[src/rtl/muldiv_pkg.sv]
// Shared encodings for the mult/div sequencer.
//   OP_*    : decoder op codes; the op value is also the unit index for unit_start/unit_ready.
//   state_e : sequencer states.
//   DIV0_LO : LO value written when a divide by zero is short-circuited.
package muldiv_pkg;

  localparam logic [1:0] OP_MULT  = 2'b00;
  localparam logic [1:0] OP_MULTU = 2'b01;
  localparam logic [1:0] OP_DIV   = 2'b10;
  localparam logic [1:0] OP_DIVU  = 2'b11;

  typedef enum logic [1:0] {
    S_IDLE  = 2'b00,
    S_ISSUE = 2'b01,
    S_WAIT  = 2'b10,
    S_WRITE = 2'b11
  } state_e;

  localparam logic [31:0] DIV0_LO = 32'hFFFF_FFFF;

  // Divide ops have op[1] set.
  function automatic logic is_div(input logic [1:0] op);
    return op[1];
  endfunction

endpackage

[src/rtl/muldiv_watchdog.sv]
// Cycle counter guarding the WAIT state of the mult/div sequencer.
// Ports:
//   clk_i, rst_i : clock, asynchronous active-high reset
//   clr_i        : synchronous clear (wins over enable)
//   en_i         : count one per cycle
//   expired_o    : count has reached TIMEOUT-1
module muldiv_watchdog
  import muldiv_pkg::*;
#(
  parameter int unsigned TIMEOUT = 64,
  parameter int unsigned CNT_W   = 7
) (
  input  logic clk_i,
  input  logic rst_i,
  input  logic clr_i,
  input  logic en_i,
  output logic expired_o
);

  logic [CNT_W-1:0] cnt_q;

  always_ff @(posedge clk_i or posedge rst_i) begin
    if (rst_i) begin
      cnt_q <= '0;
    end else if (clr_i) begin
      cnt_q <= '0;
    end else if (en_i) begin
      cnt_q <= cnt_q + 1'b1;
    end
  end

  assign expired_o = (cnt_q == CNT_W'(TIMEOUT - 1));

endmodule

[src/rtl/muldiv_sched.sv]
// Sequencer for the four multi-cycle arithmetic units and the HI/LO register.
// Takes one request from the decoder, latches operands, pulses the selected unit's start,
// waits for its ready, then writes HI/LO for one cycle. Divide by zero is answered locally
// (HI = dividend, LO = all ones); a unit that never answers is aborted after TIMEOUT cycles.
// Ports:
//   clk_i, rst_i               : clock, asynchronous active-high reset
//   start_i, op_i              : request and op (00 mult, 01 multu, 10 div, 11 divu)
//   rs_data_i, rt_data_i       : operands a / b
//   unit_a_o, unit_b_o         : latched operands to all units
//   unit_start_o               : one-hot start pulse (bit = op)
//   unit_sel_o                 : latched op, selects the external hi/lo result mux
//   unit_ready_i               : per-unit done flags
//   unit_hi_i, unit_lo_i       : muxed result words
//   unit_abort_o               : one-cycle unit reset on timeout
//   stall_o                    : hold PC (combinational)
//   hilo_we_o, hilo_hi_o/_lo_o : HI/LO write strobe and data
//   div0_o, timeout_err_o      : one-cycle event flags
module muldiv_sched
  import muldiv_pkg::*;
#(
  parameter int unsigned TIMEOUT = 64,
  parameter int unsigned CNT_W   = 7
) (
  input  logic        clk_i,
  input  logic        rst_i,
  input  logic        start_i,
  input  logic [1:0]  op_i,
  input  logic [31:0] rs_data_i,
  input  logic [31:0] rt_data_i,
  output logic [31:0] unit_a_o,
  output logic [31:0] unit_b_o,
  output logic [3:0]  unit_start_o,
  output logic [1:0]  unit_sel_o,
  input  logic [3:0]  unit_ready_i,
  input  logic [31:0] unit_hi_i,
  input  logic [31:0] unit_lo_i,
  output logic        unit_abort_o,
  output logic        stall_o,
  output logic        hilo_we_o,
  output logic [31:0] hilo_hi_o,
  output logic [31:0] hilo_lo_o,
  output logic        div0_o,
  output logic        timeout_err_o
);

  state_e      state_q;
  logic [31:0] unit_a_q, unit_b_q, hilo_hi_q, hilo_lo_q;
  logic [1:0]  unit_sel_q;
  logic [3:0]  unit_start_q;
  logic        hilo_we_q, div0_q, unit_abort_q, timeout_err_q;
  logic        accept, wd_expired;

  assign accept = (state_q == S_IDLE) && start_i;

  muldiv_watchdog #(
    .TIMEOUT(TIMEOUT),
    .CNT_W  (CNT_W)
  ) u_watchdog (
    .clk_i    (clk_i),
    .rst_i    (rst_i),
    .clr_i    (accept),
    .en_i     (state_q == S_WAIT),
    .expired_o(wd_expired)
  );

  // Flags are registered on the transition into the state they belong to, so each one is
  // high for exactly the cycle spent in that state (or the cycle after a timeout).
  always_ff @(posedge clk_i or posedge rst_i) begin
    if (rst_i) begin
      state_q       <= S_IDLE;
      unit_a_q      <= '0;
      unit_b_q      <= '0;
      unit_sel_q    <= '0;
      hilo_hi_q     <= '0;
      hilo_lo_q     <= '0;
      unit_start_q  <= '0;
      hilo_we_q     <= 1'b0;
      div0_q        <= 1'b0;
      unit_abort_q  <= 1'b0;
      timeout_err_q <= 1'b0;
    end else begin
      unit_start_q  <= '0;
      hilo_we_q     <= 1'b0;
      div0_q        <= 1'b0;
      unit_abort_q  <= 1'b0;
      timeout_err_q <= 1'b0;
      unique case (state_q)
        S_IDLE: begin
          if (start_i) begin
            unit_a_q   <= rs_data_i;
            unit_sel_q <= op_i;
            if (is_div(op_i) && (rt_data_i == '0)) begin
              hilo_hi_q <= rs_data_i;
              hilo_lo_q <= DIV0_LO;
              hilo_we_q <= 1'b1;
              div0_q    <= 1'b1;
              state_q   <= S_WRITE;
            end else begin
              unit_b_q     <= rt_data_i;
              unit_start_q <= 4'(1) << op_i;
              state_q      <= S_ISSUE;
            end
          end
        end
        S_ISSUE: state_q <= S_WAIT;
        S_WAIT: begin
          // Ready has priority over the timeout on the final cycle.
          if (unit_ready_i[unit_sel_q]) begin
            hilo_hi_q <= unit_hi_i;
            hilo_lo_q <= unit_lo_i;
            hilo_we_q <= 1'b1;
            state_q   <= S_WRITE;
          end else if (wd_expired) begin
            unit_abort_q  <= 1'b1;
            timeout_err_q <= 1'b1;
            state_q       <= S_IDLE;
          end
        end
        S_WRITE: state_q <= S_IDLE;
        default: state_q <= S_IDLE;
      endcase
    end
  end

  // Low in WRITE so the PC advances and the next instruction sees the new HI/LO.
  assign stall_o = accept || (state_q == S_ISSUE) || (state_q == S_WAIT);

  assign unit_a_o      = unit_a_q;
  assign unit_b_o      = unit_b_q;
  assign unit_sel_o    = unit_sel_q;
  assign unit_start_o  = unit_start_q;
  assign unit_abort_o  = unit_abort_q;
  assign hilo_we_o     = hilo_we_q;
  assign hilo_hi_o     = hilo_hi_q;
  assign hilo_lo_o     = hilo_lo_q;
  assign div0_o        = div0_q;
  assign timeout_err_o = timeout_err_q;

endmodule

[config.mk]
export PLATFORM = sky130hd
export DESIGN_NAME = muldiv_sched
export DESIGN_NICKNAME = d
export VERILOG_FILES = /design/src/rtl/muldiv_pkg.sv /design/src/rtl/muldiv_watchdog.sv /design/src/rtl/muldiv_sched.sv
export SDC_FILE = /design/constraint.sdc
export NUM_CORES = 1
export LEC_CHECK = 0
export ABC_AREA = 1
export CAP_MARGIN = 20
export CORE_AREA = 2 2 123 125
export DETAILED_ROUTE_END_ITERATION = 10
export DIE_AREA = 0 0 125 127
export PLACE_DENSITY = 0.83
export SLEW_MARGIN = 10
export SYNTH_ARGS = -nofsm -noshare
export SYNTH_HDL_FRONTEND = slang
export SYNTH_SLANG_ARGS = --single-unit
[constraint.sdc]
create_clock -name clk_i -period 15.4 [get_ports clk_i]
set_clock_uncertainty 0.1 [all_clocks]
set_input_delay 3.08 -clock clk_i [delete_from_list [all_inputs] [get_ports clk_i]]
set_output_delay 3.08 -clock clk_i [all_outputs]
set_load 0.01 [all_outputs]
==> results by group <==
Final layout
  – Multi-input logic area: 2540 sq um
  – # diodes: 0
  – Final std cells w/o fill: 1268
  – Fillers: 1149
  – Layout cell share with drive strength beyond 1: 7.66%
  – Area grow syn2layout: 51.6%
  – # nets final: 1209
  – Register area: 3650 sq um

Floorplanning
  – Die width: 125 um
  – DIE AREA: 15900 sq um
  – Core area: 14400 sq um
  – Die H: 127 um
  – Starting Density: 46.2%
  – Floorplan row count: 44
  – Io pins: 276

Pwr
  – Worst IR Drop VDD: 102 uV
  – Leak: 4.82 nW
  – Power Density: 203 nW/um^2

Clocking
  – CTS root buf: clkbuf_16
  – Worst-path clk slew: 0.06 ns
  – Hold_buf cts: 0
  – Level count of the clock H-tree: 4
  – CTS sink cnt: 146
  – Clk_lat worst skew: 0.42 ns
  – CTS tree: built
  – Clk buf depth: 2
  – CTS Buf Count: 17
  – Number of setup buffers added after CTS: 0
  – Post-cts resize count: 0

Critical path
  – Buf/Inv on CP: 6
  – Arr. time, crit path: 6.32 ns
  – Highest-delay cell along the critical path: nor2_1
  – CP endpoint: stall_o
  – Reg2Reg Setup Slack: 11.74 ns
  – Crit path max-delay family: buffers and inverters
  – Setup crit start: start_i
  – Stages on worst setup path: 9
  – Startpoint type of the worst setup path: input pin
  – CP cell instances: clkdlybuf4s50_1 -> buf_4 -> inv_1 -> nor2_1 -> inv_2 -> nand2_1 -> inv_1 -> o21ai_0 -> clkdlybuf4s50_1
  – Reg2Reg Depth: 9
  – CP Class: input pin to output port
  – Worst R2R Start: state_q[1]$_DFFE_PP0P_
  – Max FO, Critical Path: 63
  – Worst EP required: 12.22 ns
  – CP Capture Type: output port
  – CP peak stage delay: 0.70 ns
  – Reg2reg end: hilo_hi_o[5]$_DFFE_PP0P_

STA
  – Rel. slew slack: 28.3%
  – Final period util: 61.7%
  – Setup TNS: 0 ns
  – Final hold violations: 0
  – Fmax: 105 MHz
  – Slew Limit Fails: 0
  – RSZ-0062 raised after global routing: false
  – Post-layout minimum cycle time: 9.50 ns
  – Final setup viols: 0
  – Slew @ Worst Pin: 1.07 ns

Logic synthesis
  – Post-synth EDFFs: 0
  – Ys Warns: 0
  – Area leader, netlist: dfrtp_1
  – Synth cell types: 23
  – Fraction of registers with async set/reset: 100%
  – Cell Area, Synth: 6660 sq um
  – Post-Syn Nets: 961
  – Post-synth top flop: dfrtp_1
  – Most common cell in the synthesized netlist: nand2_1
  – Ranking of synthesized cells by area: dfrtp_1 55%, nand2_1 18%, nand3_1 5.9%
  – FF+latch count, synth: 146
  – Synth cell count leaders: 319 x nand2_1, 146 x dfrtp_1, 78 x nand3_1
  – Synth Area per Inst: 8.09 sq um
  – Post-Syn Instances: 823
  – Share of the synthesized area in the top cell type: 54.9%
  – Sequential area share after synthesis: 54.9%

Placed design
  – IO Port Bufs: 275
  – RD Place Congestion: 0.858
  – DP Wirelength: 13700 um
  – Placed Instances: 1235

Drt
  – Drt wl/cell: 15.8 um
  – Via/cell ratio: 4.99
  – Final wirelength: 20100 um
  – Detailed Route Iter0 Violations: 433
  – DR vias: 6322
  – Pre-antenna DRT Iters: 4
  – Residual DRC count: 0
  – DRT antenna net count: 0

GRT
  – Grt ovf: 0
  – Largest net degree at the start of global routing: 83
  – First-pass GRT wire length: 32000 um
  – Initial antenna violation count: 0
  – GRT Total Usage: 25.4%
  – Vias in the first global route: 6220

Status
  – Status: finished, final reports clean

Hold path
  – Worst hold path type: flip-flop to flip-flop

Run
  – Maxcap violations: 0
==> layout by cell type, fill, tap and decap left out, types with 2 or more instances in the layout <==
| master | n |
|---|---|
| nand2_1 | 317 |
| clkdlybuf4s50_1 | 275 |
| dfrtp_1 | 146 |
| nand3_1 | 77 |
| o21ai_0 | 62 |
| inv_1 | 47 |
| nor2_1 | 35 |
| nand4_1 | 34 |
| or2_2 | 33 |
| clkbuf_16 | 17 |
| buf_4 | 6 |
| clkinv_2 | 5 |
| bufinv_16 | 5 |
| inv_2 | 4 |
| nor3_1 | 3 |
| clkinv_4 | 3 |
| nand3_2 | 2 |
| nand2_2 | 2 |
| inv_6 | 2 |
==> flip-flops by register name, indices dropped and copies added (netlist names) <==
register          count
unit_start_o          4
state_q               2
timeout_err_o         1
unit_sel_o            2
hilo_we_o             1
unit_b_o             32
hilo_hi_o            32
hilo_lo_o            32
unit_a_o             32
div0_o                1
u_watchdog.cnt_q      7
==> final cells by class <==
| type | count | area share, % |
|---|---|---|
| clock inverters | 14 | 2.08 |
| well taps | 184 | 2.28 |
| multi-input cells | 572 | 25.2 |
| flip-flops and latches | 146 | 36.2 |
| inverters | 52 | 1.98 |
| clock buffers | 18 | 4.35 |
| repair buffers | 282 | 27.9 |
==> power breakdown <==
group          total (mW)  switching (mW)  internal, mW
Clock               0.452           0.161         0.291
Combinational       0.931           0.472         0.459
Sequential          0.663           0.102         0.561
Total                2.05           0.735          1.31
==> layer usage <==
layer  routed length [um]  track usage (%)
met1                 8160             30.8
met2                 9510             41.2
met3                 1490             8.42
met4                  904             12.5
met5                    0                0
==> worst min-delay path, cell delays in order, from the launching register on <==
cell	delay, ns
dfrtp_1	0.34
nand2_1	0.05
nand2_1	0.05
==> per-stage QoR <==
step / utilization [%] / instance area (sq um) / total power, mW / worst slack, ns / hold slack (ns)
3_3_place_gp: 65.3 / 9420 / 1.57 / 6.02 / 0.354
2_1_floorplan: - / 6660 / 1.12 / 8.30 / 0.390
6_report: 70.0 / 10100 / 2.05 / 5.90 / 0.369
3_5_place_dp: 65.3 / 9420 / 1.59 / 5.92 / 0.358
5_1_grt: 70.0 / 10100 / 2.19 / 5.61 / 0.389
4_1_cts: 69.8 / 10100 / 2.06 / 5.90 / 0.372
==> how the worst min path moves through the flow <==
stage | slack, ns | depth (start not counted) | end | startpoint
after floorplan | 0.39 | 1 | u_watchdog.cnt_q[0]$_DFFE_PP0P_ | u_watchdog.cnt_q[0]$_DFFE_PP0P_
after global placement | 0.35 | 2 | unit_b_o[7]$_DFFE_PP0P_ | unit_b_o[7]$_DFFE_PP0P_
after CTS | 0.37 | 2 | unit_b_o[14]$_DFFE_PP0P_ | unit_b_o[14]$_DFFE_PP0P_
final | 0.37 | 2 | unit_b_o[1]$_DFFE_PP0P_ | unit_b_o[1]$_DFFE_PP0P_
after detailed placement | 0.36 | 2 | unit_b_o[8]$_DFFE_PP0P_ | unit_b_o[8]$_DFFE_PP0P_
after global routing | 0.39 | 2 | unit_b_o[18]$_DFFE_PP0P_ | unit_b_o[18]$_DFFE_PP0P_
==> logic make-up after synthesis <==
| logic type | after synthesis | share of synthesized area [%] |
|---|---|---|
| buffers and inverters | 105 | 7.12 |
| and+or+nand+nor | 505 | 32.8 |
| DFF | 146 | 54.9 |
| adders and majority gates | 1 | 0.188 |
| AOI/OAI and AO/OA | 66 | 5.07 |
Note: power is estimated with default switching activity, not from simulation.
